### config.mk
export PLATFORM = sky130hd
export DESIGN_NAME = seg_mux_scanner
export DESIGN_NICKNAME = d
export VERILOG_FILES = /design/src/rtl/seg_pkg.sv /design/src/rtl/seg_hex_decode.sv /design/src/rtl/seg_mux_scanner.sv
export SDC_FILE = /design/constraint.sdc
export NUM_CORES = 1
export LEC_CHECK = 0
export CAP_MARGIN = 20
export CORE_MARGIN = 3
export CORE_UTILIZATION = 30
export DETAILED_ROUTE_END_ITERATION = 8
export GPL_TIMING_DRIVEN = 0
export PLACE_DENSITY_LB_ADDON = 0.3
export SLEW_MARGIN = 20
export SYNTH_ARGS = -nofsm -noshare
export SYNTH_HDL_FRONTEND = slang
export SYNTH_SLANG_ARGS = --single-unit
### constraint.sdc
create_clock -name clk -period 8.4 [get_ports clk]
set_clock_uncertainty 0.15 [all_clocks]
set_input_delay 2.1 -clock clk [delete_from_list [all_inputs] [get_ports clk]]
set_output_delay 2.1 -clock clk [all_outputs]
set_load 0.01 [all_outputs]
### src/rtl/seg_pkg.sv
// Shared constants for the multiplexed seven-segment scanner.
// Contents: SEG_BLANK, active-low hex glyph table (seg[0]=a .. seg[6]=g),
// index-width helper, load-handshake state type.
package seg_pkg;

  // All segments off (active-low).
  localparam logic [6:0] SEG_BLANK = 7'h7F;

  // Active-low glyphs for 0-F, bit 0 = segment a, bit 6 = segment g.
  localparam logic [6:0] SEG_HEX [0:15] = '{
    7'h40, 7'h79, 7'h24, 7'h30,
    7'h19, 7'h12, 7'h02, 7'h78,
    7'h00, 7'h10, 7'h08, 7'h03,
    7'h46, 7'h21, 7'h06, 7'h0E
  };

  // Width of a digit index for n digits (at least 1 bit).
  function automatic int unsigned idx_width(input int unsigned n);
    return (n <= 2) ? 1 : $clog2(n);
  endfunction

  // Load handshake: idle, or new data waiting for the frame boundary.
  typedef enum logic {
    LD_IDLE = 1'b0,
    LD_PEND = 1'b1
  } ld_state_e;

endpackage

### src/rtl/seg_hex_decode.sv
// Combinational hex-to-seven-segment decoder.
// Ports: nibble (in, 4) hex value; seg_c (out, 7) active-low segments a..g.
module seg_hex_decode
  import seg_pkg::*;
(
  input  logic [3:0] nibble,
  output logic [6:0] seg_c
);

  assign seg_c = SEG_HEX[nibble];

endmodule

### src/rtl/seg_mux_scanner.sv
// Time-multiplexed seven-segment display scanner with PWM brightness,
// anti-ghosting blank per slot and frame-synchronous double-buffered loads.
// Optional build macro SEG_LZS_EN enables leading-zero suppression.
// Ports:
//   clk, rst        clock; asynchronous active-low reset
//   digits          4*NUM_DIGITS hex nibbles, digit i at [4i+3:4i]
//   dp_in           per-digit decimal point, 1 = lit
//   en_mask         per-digit enable, 0 = dark
//   load            one-cycle strobe capturing digits/dp_in
//   brightness      PWM duty code, 0 = dark
//   load_ack        pulse when captured data becomes displayed
//   seg, dp, an     active-low segments, decimal point, anodes (registered)
//   frame_tick      pulse during the last cycle of each frame
module seg_mux_scanner
  import seg_pkg::*;
#(
  parameter int unsigned NUM_DIGITS   = 8,
  parameter int unsigned SCAN_DIV     = 65536,
  parameter int unsigned BLANK_CYCLES = 4,
  parameter int unsigned BRIGHT_W     = 4
) (
  input  logic                    clk,
  input  logic                    rst,
  input  logic [4*NUM_DIGITS-1:0] digits,
  input  logic [NUM_DIGITS-1:0]   dp_in,
  input  logic [NUM_DIGITS-1:0]   en_mask,
  input  logic                    load,
  input  logic [BRIGHT_W-1:0]     brightness,
  output logic                    load_ack,
  output logic [6:0]              seg,
  output logic                    dp,
  output logic [NUM_DIGITS-1:0]   an,
  output logic                    frame_tick
);

  localparam int unsigned IW = idx_width(NUM_DIGITS);
  localparam int unsigned SW = $clog2(SCAN_DIV);
  localparam int unsigned DW = 4 * NUM_DIGITS;
  localparam logic [SW-1:0] SLOT_LAST  = SW'(SCAN_DIV - 1);
  localparam logic [SW-1:0] SLOT_BLANK = SW'(BLANK_CYCLES);
  localparam logic [IW-1:0] IDX_LAST   = IW'(NUM_DIGITS - 1);

  logic [SW-1:0]         slot_cnt, slot_nxt;
  logic [IW-1:0]         idx, idx_nxt;
  logic [DW-1:0]         act_dig, pend_dig;
  logic [NUM_DIGITS-1:0] act_dp, pend_dp;
  ld_state_e             ld_state, ld_nxt;
  logic                  at_boundary, frame_nxt;
  logic                  take_load, take_pend, capture;
  logic [3:0]            cur_nib;
  logic                  cur_dp, lit;
  logic [6:0]            hex_seg_c;
  logic [NUM_DIGITS-1:0] an_nxt;

  // Slot counter and digit index successors.
  always_comb begin
    slot_nxt = slot_cnt + SW'(1);
    idx_nxt  = idx;
    if (slot_cnt == SLOT_LAST) begin
      slot_nxt = '0;
      idx_nxt  = (idx == IDX_LAST) ? '0 : idx + IW'(1);
    end
  end

  assign at_boundary = (slot_cnt == SLOT_LAST) && (idx == IDX_LAST);
  // frame_tick is registered from the successor state so it lines up with at_boundary.
  assign frame_nxt   = (slot_nxt == SLOT_LAST) && (idx_nxt == IDX_LAST);

  // Scan counters and frame tick.
  always_ff @(posedge clk or negedge rst) begin
    if (!rst) begin
      slot_cnt   <= '0;
      idx        <= '0;
      frame_tick <= 1'b0;
    end else begin
      slot_cnt   <= slot_nxt;
      idx        <= idx_nxt;
      frame_tick <= frame_nxt;
    end
  end

  // Load handshake state register.
  always_ff @(posedge clk or negedge rst) begin
    if (!rst) ld_state <= LD_IDLE;
    else      ld_state <= ld_nxt;
  end

  // Load handshake next state: a load on the boundary bypasses the pending buffer.
  always_comb begin
    ld_nxt    = ld_state;
    take_load = 1'b0;
    take_pend = 1'b0;
    capture   = 1'b0;
    if (at_boundary) begin
      ld_nxt = LD_IDLE;
      if (load)                       take_load = 1'b1;
      else if (ld_state == LD_PEND)   take_pend = 1'b1;
    end else if (load) begin
      capture = 1'b1;
      ld_nxt  = LD_PEND;
    end
  end

  // Ack must cover the bypass case, so it follows load in the boundary cycle.
  assign load_ack = frame_tick & (load | (ld_state == LD_PEND));

  // Pending and active display buffers.
  always_ff @(posedge clk or negedge rst) begin
    if (!rst) begin
      pend_dig <= '0;
      pend_dp  <= '0;
      act_dig  <= '0;
      act_dp   <= '0;
    end else begin
      if (capture) begin
        pend_dig <= digits;
        pend_dp  <= dp_in;
      end
      if (take_load) begin
        act_dig <= digits;
        act_dp  <= dp_in;
      end else if (take_pend) begin
        act_dig <= pend_dig;
        act_dp  <= pend_dp;
      end
    end
  end

  assign cur_nib = act_dig[{idx, 2'b00} +: 4];
  assign cur_dp  = act_dp[idx];

  seg_hex_decode u_dec (
    .nibble (cur_nib),
    .seg_c  (hex_seg_c)
  );

`ifdef SEG_LZS_EN
  logic [NUM_DIGITS-1:0] suppress;
  logic [NUM_DIGITS-1:1] clear_above;

  // Digit i is blank when it and every enabled digit above it are zero.
  always_comb begin
    suppress    = '0;
    clear_above = '1;
    for (int i = NUM_DIGITS - 1; i > 0; i--) begin
      suppress[i] = clear_above[i] && (act_dig[4*i +: 4] == 4'h0);
      if (i > 1)
        clear_above[i-1] = clear_above[i] && (!en_mask[i] || (act_dig[4*i +: 4] == 4'h0));
    end
  end

  assign lit = en_mask[idx] && (slot_cnt >= SLOT_BLANK) &&
               (slot_cnt[BRIGHT_W-1:0] < brightness) && !suppress[idx];
`else
  assign lit = en_mask[idx] && (slot_cnt >= SLOT_BLANK) &&
               (slot_cnt[BRIGHT_W-1:0] < brightness);
`endif

  // One-hot active-low anode for the current slot.
  always_comb begin
    an_nxt = '1;
    if (lit) an_nxt[idx] = 1'b0;
  end

  // Registered display outputs.
  always_ff @(posedge clk or negedge rst) begin
    if (!rst) begin
      an  <= '1;
      seg <= SEG_BLANK;
      dp  <= 1'b1;
    end else begin
      an  <= an_nxt;
      seg <= hex_seg_c;
      dp  <= ~(cur_dp & lit);
    end
  end

endmodule

# Word-level counts from Yosys, hierarchy flattened
# Memories as Yosys holds them, arrays and structs flattened. A register that Yosys moved wholly into a read port is not among the register bits.
# Index checks and enable logic that the tools add are counted.
[word_totals] output_inout_bits=18 rom_bits=112 reg_bits=110 n_memories=1 word_cells=58 inputBits=55
[mem_list] name="(name not given)" words=16 word_bits=7 read_ports=1 rd_ports_with_merged_regs=1 wr=0 line="seg_hex_decode.sv:10" text="assign seg_c = SEG_HEX[nibble];"
[classes] mux=22 n_eq_ne=4 n_shift=1 n_lt_le_gt_ge=4 reduce_logical=8 add_sub_neg=2 n_bitwise=6
[op_table] operator="32-bit two-way mux" n=2
[op_table] operator="16-bit equality test, second input constant" n=2
[op_table] operator="32-bit by 6-bit indexed part select with 4-bit output" n=1
[op_table] operator="8-bit two-way mux" n=3
[op_table] operator="16-bit by 1-bit adder with 16-bit output, second input constant" n=1
[op_table] operator="16-bit by 3-bit greater-or-equal comparator with 1-bit output, second input constant" n=1
[op_table] operator="16-bit two-way mux" n=1
[op_table] operator="1-bit two-way mux" n=11
[op_table] operator="8-bit NOT" n=1
[op_table] operator="1-bit binary-select mux with 3-bit select" n=2
[op_table] operator="3-bit equality test, second input constant" n=2
[op_table] operator="3-bit two-way mux" n=2
[op_table] operator="1-bit logical AND" n=5
[op_table] operator="4-bit NOT with 5-bit output" n=1
[op_table] operator="3-bit by 4-bit < comparator with 1-bit output, second input constant" n=1
[op_table] operator="4-bit < comparator" n=1
[op_table] operator="2-bit nonzero test" n=2
[op_table] operator="3-bit by 1-bit adder with 3-bit output, second input constant" n=1
[op_table] operator="1-bit demux with 3-bit select" n=1
[op_table] operator="3-bit by 1-bit greater-or-equal comparator with 1-bit output, second input constant" n=1
[op_table] operator="1-bit bitwise AND" n=2
[op_table] operator="1-bit logical NOT" n=1
[op_table] operator="1-bit NOT" n=1
[op_table] operator="1-bit bitwise OR" n=1

# Depth between registers and ports, before layout
# Gate-level depths: netlist (run 1).
[depth] word_depth=6 depth_mapped=11

# By module
# Synthesis (run 1) repeated with hierarchy kept, for this count alone.
[unflattened] cells_unflattened=491 hier_area_um2=5814.3
[by_module_without_submodules] module="seg_mux_scanner" cells_per_inst=460 n_inst=1 seq_area_each_um2=2947.8 area_each_um2=5551.6
[by_module_without_submodules] module="seg_hex_decode" cells_per_inst=31 n_inst=1 seq_area_each_um2=0.0 area_each_um2=262.8

# Worst setup path before layout (run 1)
# OpenSTA, ideal clock, no wires.
[synth_path] path_kind="input -> output" start="in load" end="out load_ack" arrival_time_ps=2530 path_stages=3 setup_slack_ps=3620 n_path_buf=1 cell_sequence="clkbuf_1 > nor2_1 > nor2b_1"
[synth_between] elab_chain_cells=2
[synth_lines] item="start: declaration" line="seg_mux_scanner.sv:27" text="input logic load,"
[synth_lines] item="1-bit bitwise OR" line="seg_mux_scanner.sv:105" text="assign load_ack = frame_tick & (load | (ld_state == LD_PEND));"
[synth_lines] item="1-bit bitwise AND" line="seg_mux_scanner.sv:105"
[synth_lines] item="end: declaration" line="seg_mux_scanner.sv:29" text="output logic load_ack,"
# Every way passes these cells.

# Worst setup path after layout (run 1)
# Ends and elaborated chain as after synthesis.

==> results of run 1 <==
cells in the final DEF (no fill, tap or decap), drive strengths merged, types with 3 or more instances in the layout:
master and instances:
dfrtp 101, clkdlybuf4s50 70, nand2 57, mux2i 52, o21ai 50, mux2 46
clkbuf 39, nor2 22, nand3 16, dfstp 16, buf 15, ha 13
inv 13, xor2 9, nor4 6, nand4 6, nor2b 4, mux4 4
a21oi 4, and3 4, bufinv 4, clkinv 4, a22oi 3, a22o 3
nor3 3, or3 3, xnor2 3, nor3b 3
registers in the layout (all words and copies together) (netlist names):
name and cells:
act_dig 32, an 8, seg 7, pend_dig 32, dp 1, pend_dp 8
act_dp 8, ld_state 1, slot_cnt 16, frame_tick 1, idx 3
critical path: stages:
cell             delay, ps
clkbuf_1               290
nor2_1                 160
nor2b_1                130
clkdlybuf4s50_1        540
metal layers:
layer / vias to the layer above / track usage (%)
met4: 0 / 4.014
met1: 1978 / 18.53
met2: 85 / 20.33
li1: 1979 / -
met3: 14 / 3.760
met5: - / 0
stage by stage:
stage	instances	power [mW]	hold WS, ps	area (um^2)	setup slack, ps
after floorplan	502	0.6405	294.4	5703	3620
after global placement	802	0.6906	316.1	6700	661.7
after detailed placement	803	0.6961	319.7	6729	2905
after CTS	835	1.474	331.5	7361	2902
after global routing	835	1.508	342.1	7361	2888
final	835	1.454	329.0	7361	2921
layout make-up:
type                            instances  area (um^2)
Fill cell                            1743        10970
Timing Repair Buffer                   72        739.5
Clock buffer                           20        456.7
Tap cell                              229        286.5
Sequential cell                       117         2948
Buffer                                 32        142.6
Inverter                               11        41.29
Multi-Input combinational cell        342         2571
Clock inverter                         12        175.2
power groups by stage:
stage / registers (mW) / clock network, mW / logic (mW)
after floorplan: 0.600 / 0 / 0.0404
after global placement: 0.601 / 0 / 0.0892
after detailed placement: 0.603 / 0 / 0.0936
after CTS: 0.593 / 0.787 / 0.0943
after global routing: 0.595 / 0.811 / 0.102
final: 0.593 / 0.770 / 0.0912
worst min path at each step:
stage,to,slack (ps),cells past startpoint
final,act_dig[3],330,2
after global routing,pend_dp[0],340,1
after CTS,act_dig[3],330,2
after detailed placement,act_dig[3],320,2
after global placement,pend_dig[10],320,1
after floorplan,act_dig[13],290,2
kinds of logic (layout without fill, tap and decap cells):
kind of cell	after synthesis	count (layout)
AND/OR/NAND/NOR	134	134
flip-flops	117	117
multiplexers	102	102
AO/OA/AOI/OAI	81	81
buffers and inverters	43	147
adder cells (fa/ha/maj)	13	13
XOR/XNOR	12	12
==> impl_results.md, run 1 <==
* Sw Ratio at 21.23%
* Post-synth top area cell: dfrtp_1
* Drt wl/cell at 15.73 um
* Avg Cell Area, Syn at ~11 um^2
* Fraction of layout cells with a size suffix above 1 at 13.37%
* Largest family of logic cells by synthesized area: multiplexers
* CTS Buf Count at 17
* Worst Setup End Kind: output port
* Seq/Total Area, Yosys at 51.69%
* Worst R2R End: seg[0]
* Multiplexer area fraction after synthesis at 19.86%
* Final setup violation count at 0
* Port Buf Inserts at 71
* Post_cts resized at 0
* Endpoints failing hold at 0
* Leak Pwr at around 3.2 nW
* Met2 wire length at ~6.1 mm
* Synth area leaders: dfrtp_1, mux2i_1, mux2_1
* Worst EP arrival at approximately 3200 ps
* Setup TNS at 0 ps
* H-tree depth at 4
* Capture point of the worst path: load_ack
* Outcome: finished clean
* Antenna fix cells at 0
* Top-count cell post-synth: dfrtp_1
* Post-route core utilization at 40.15%
* Final GP Congestion at 0.8438
* Critical path required time at 6150 ps
* Gate power share at 6.3%
* Synth Area in Simple Gates at 11.50%
* Peak Freq at roughly 0.18 GHz
* Clock Power Share at 52.9%
* Met3 routed WL at 649 um
* Max-Cap Viols at 0
* Min-delay src: act_dig[3]
* I/O pin count at 73
* DIE AREA at 20700 um^2
* Internal at 1.145 mW
* Synth Instances at between 500 and 600
* Dpl hpwl at 9.812 mm
* Compound-Gate Fraction of Synth Area at a little under a tenth
* Die height at 143.9 um
* Top-area cell type share of the netlist area at 44.32%
* Worst IR Drop VDD at 133.2 uV
* Vias in the first global route at ~4100
* Most frequently used flop master after synthesis: dfrtp_1
* R2R Path Start: idx[2]
* First-pass GRT wire length at 21.42 mm
* Worst setup SP type: primary input
* Reg2Reg Setup Slack at 5180 ps
* Row count at slightly below 50
* DRC violations left at 0
* Area Growth Syn to Fin at 29.07%
* RSZ-0062 raised after global routing: no
* Switching power at 0.3087 mW
* Tmin final at approximately 5500 ps
* Max clock buf depth at 2
* Worst Hold Class: reg2reg
* Via density at roughly 4.9
* DRT Wirelength at 13.14 mm
* DIE WIDTH at between 100 and 150 um
* Mapped Area at 5703 um^2
* Slew HR at 41.19%
* Clock Sinks at around 120
* Worst slew pin tran at roughly 900 ps
* Vias at 4056
* Number of synthesized flops with an enable pin at 0
* Crit-path max FO at 6
* Syn_nets at 570
* Clk root buf: clkbuf_16
* FFs w/ async S/R, synth at 100.0%
* Count of pins over their slew limit at 0
* WL met1 at about 6.2 mm
* Antenna Violating Nets Remaining at 0
* Synth Area in Adders at 2.852%
* Post-CTS setup buffer count at 0
* WS Path Type: in2out
* TritonCTS clock tree: yes
* Worst-Skew Late Latency at 420 ps
* Final period util at 65.23%
* CTS Hold Bufs at 0
* CP startpoint: load
* Reg2reg path depth at 9
* XOR/XNOR Fraction of Synth Area at 1.843%
* Top cells by count, synth: dfrtp_1, nand2_1, mux2i_1
* Sequential Power Share at approximately 41%
* Power Density at 197.5 nW/um^2
* 1st-pass router iterations at 4
* YS warnings at 0
* GRT overflow at 0
* Initial core utilization at 31.11%
* Worst-path clk slew at approximately 50 ps
* Total GRT Usage at 13.35%
* Number of distinct library cells after synthesis at 55
* Pin count of the biggest net entering global routing at 75
* Flops & latches, synth at about 120
* Nets@finish at 661
* Top sig layer: met4
* Initial antenna violation count at 0
* Iteration-0 DRC Markers at 147
* CORE AREA at ~18000 um^2
No activity file was read; power rests on OpenSTA's default activity.
==> run 2, diff against run 1 <==
clock period = 5.6 ns   (was 8.4 ns; I/O delays follow)
==> results of run 2 <==
Same layout as run 1 (identical final DEF). Status: finished clean.
Among the figures that moved: setup slack after placement 2905 ps -> 1505 ps; setup slack after layout 2921 ps -> 1521 ps; register-to-register setup slack 5180 ps -> 2380 ps; total power 1.454 mW -> 2.181 mW; worst IR drop on VDD 133.2 uV -> 199.8 uV
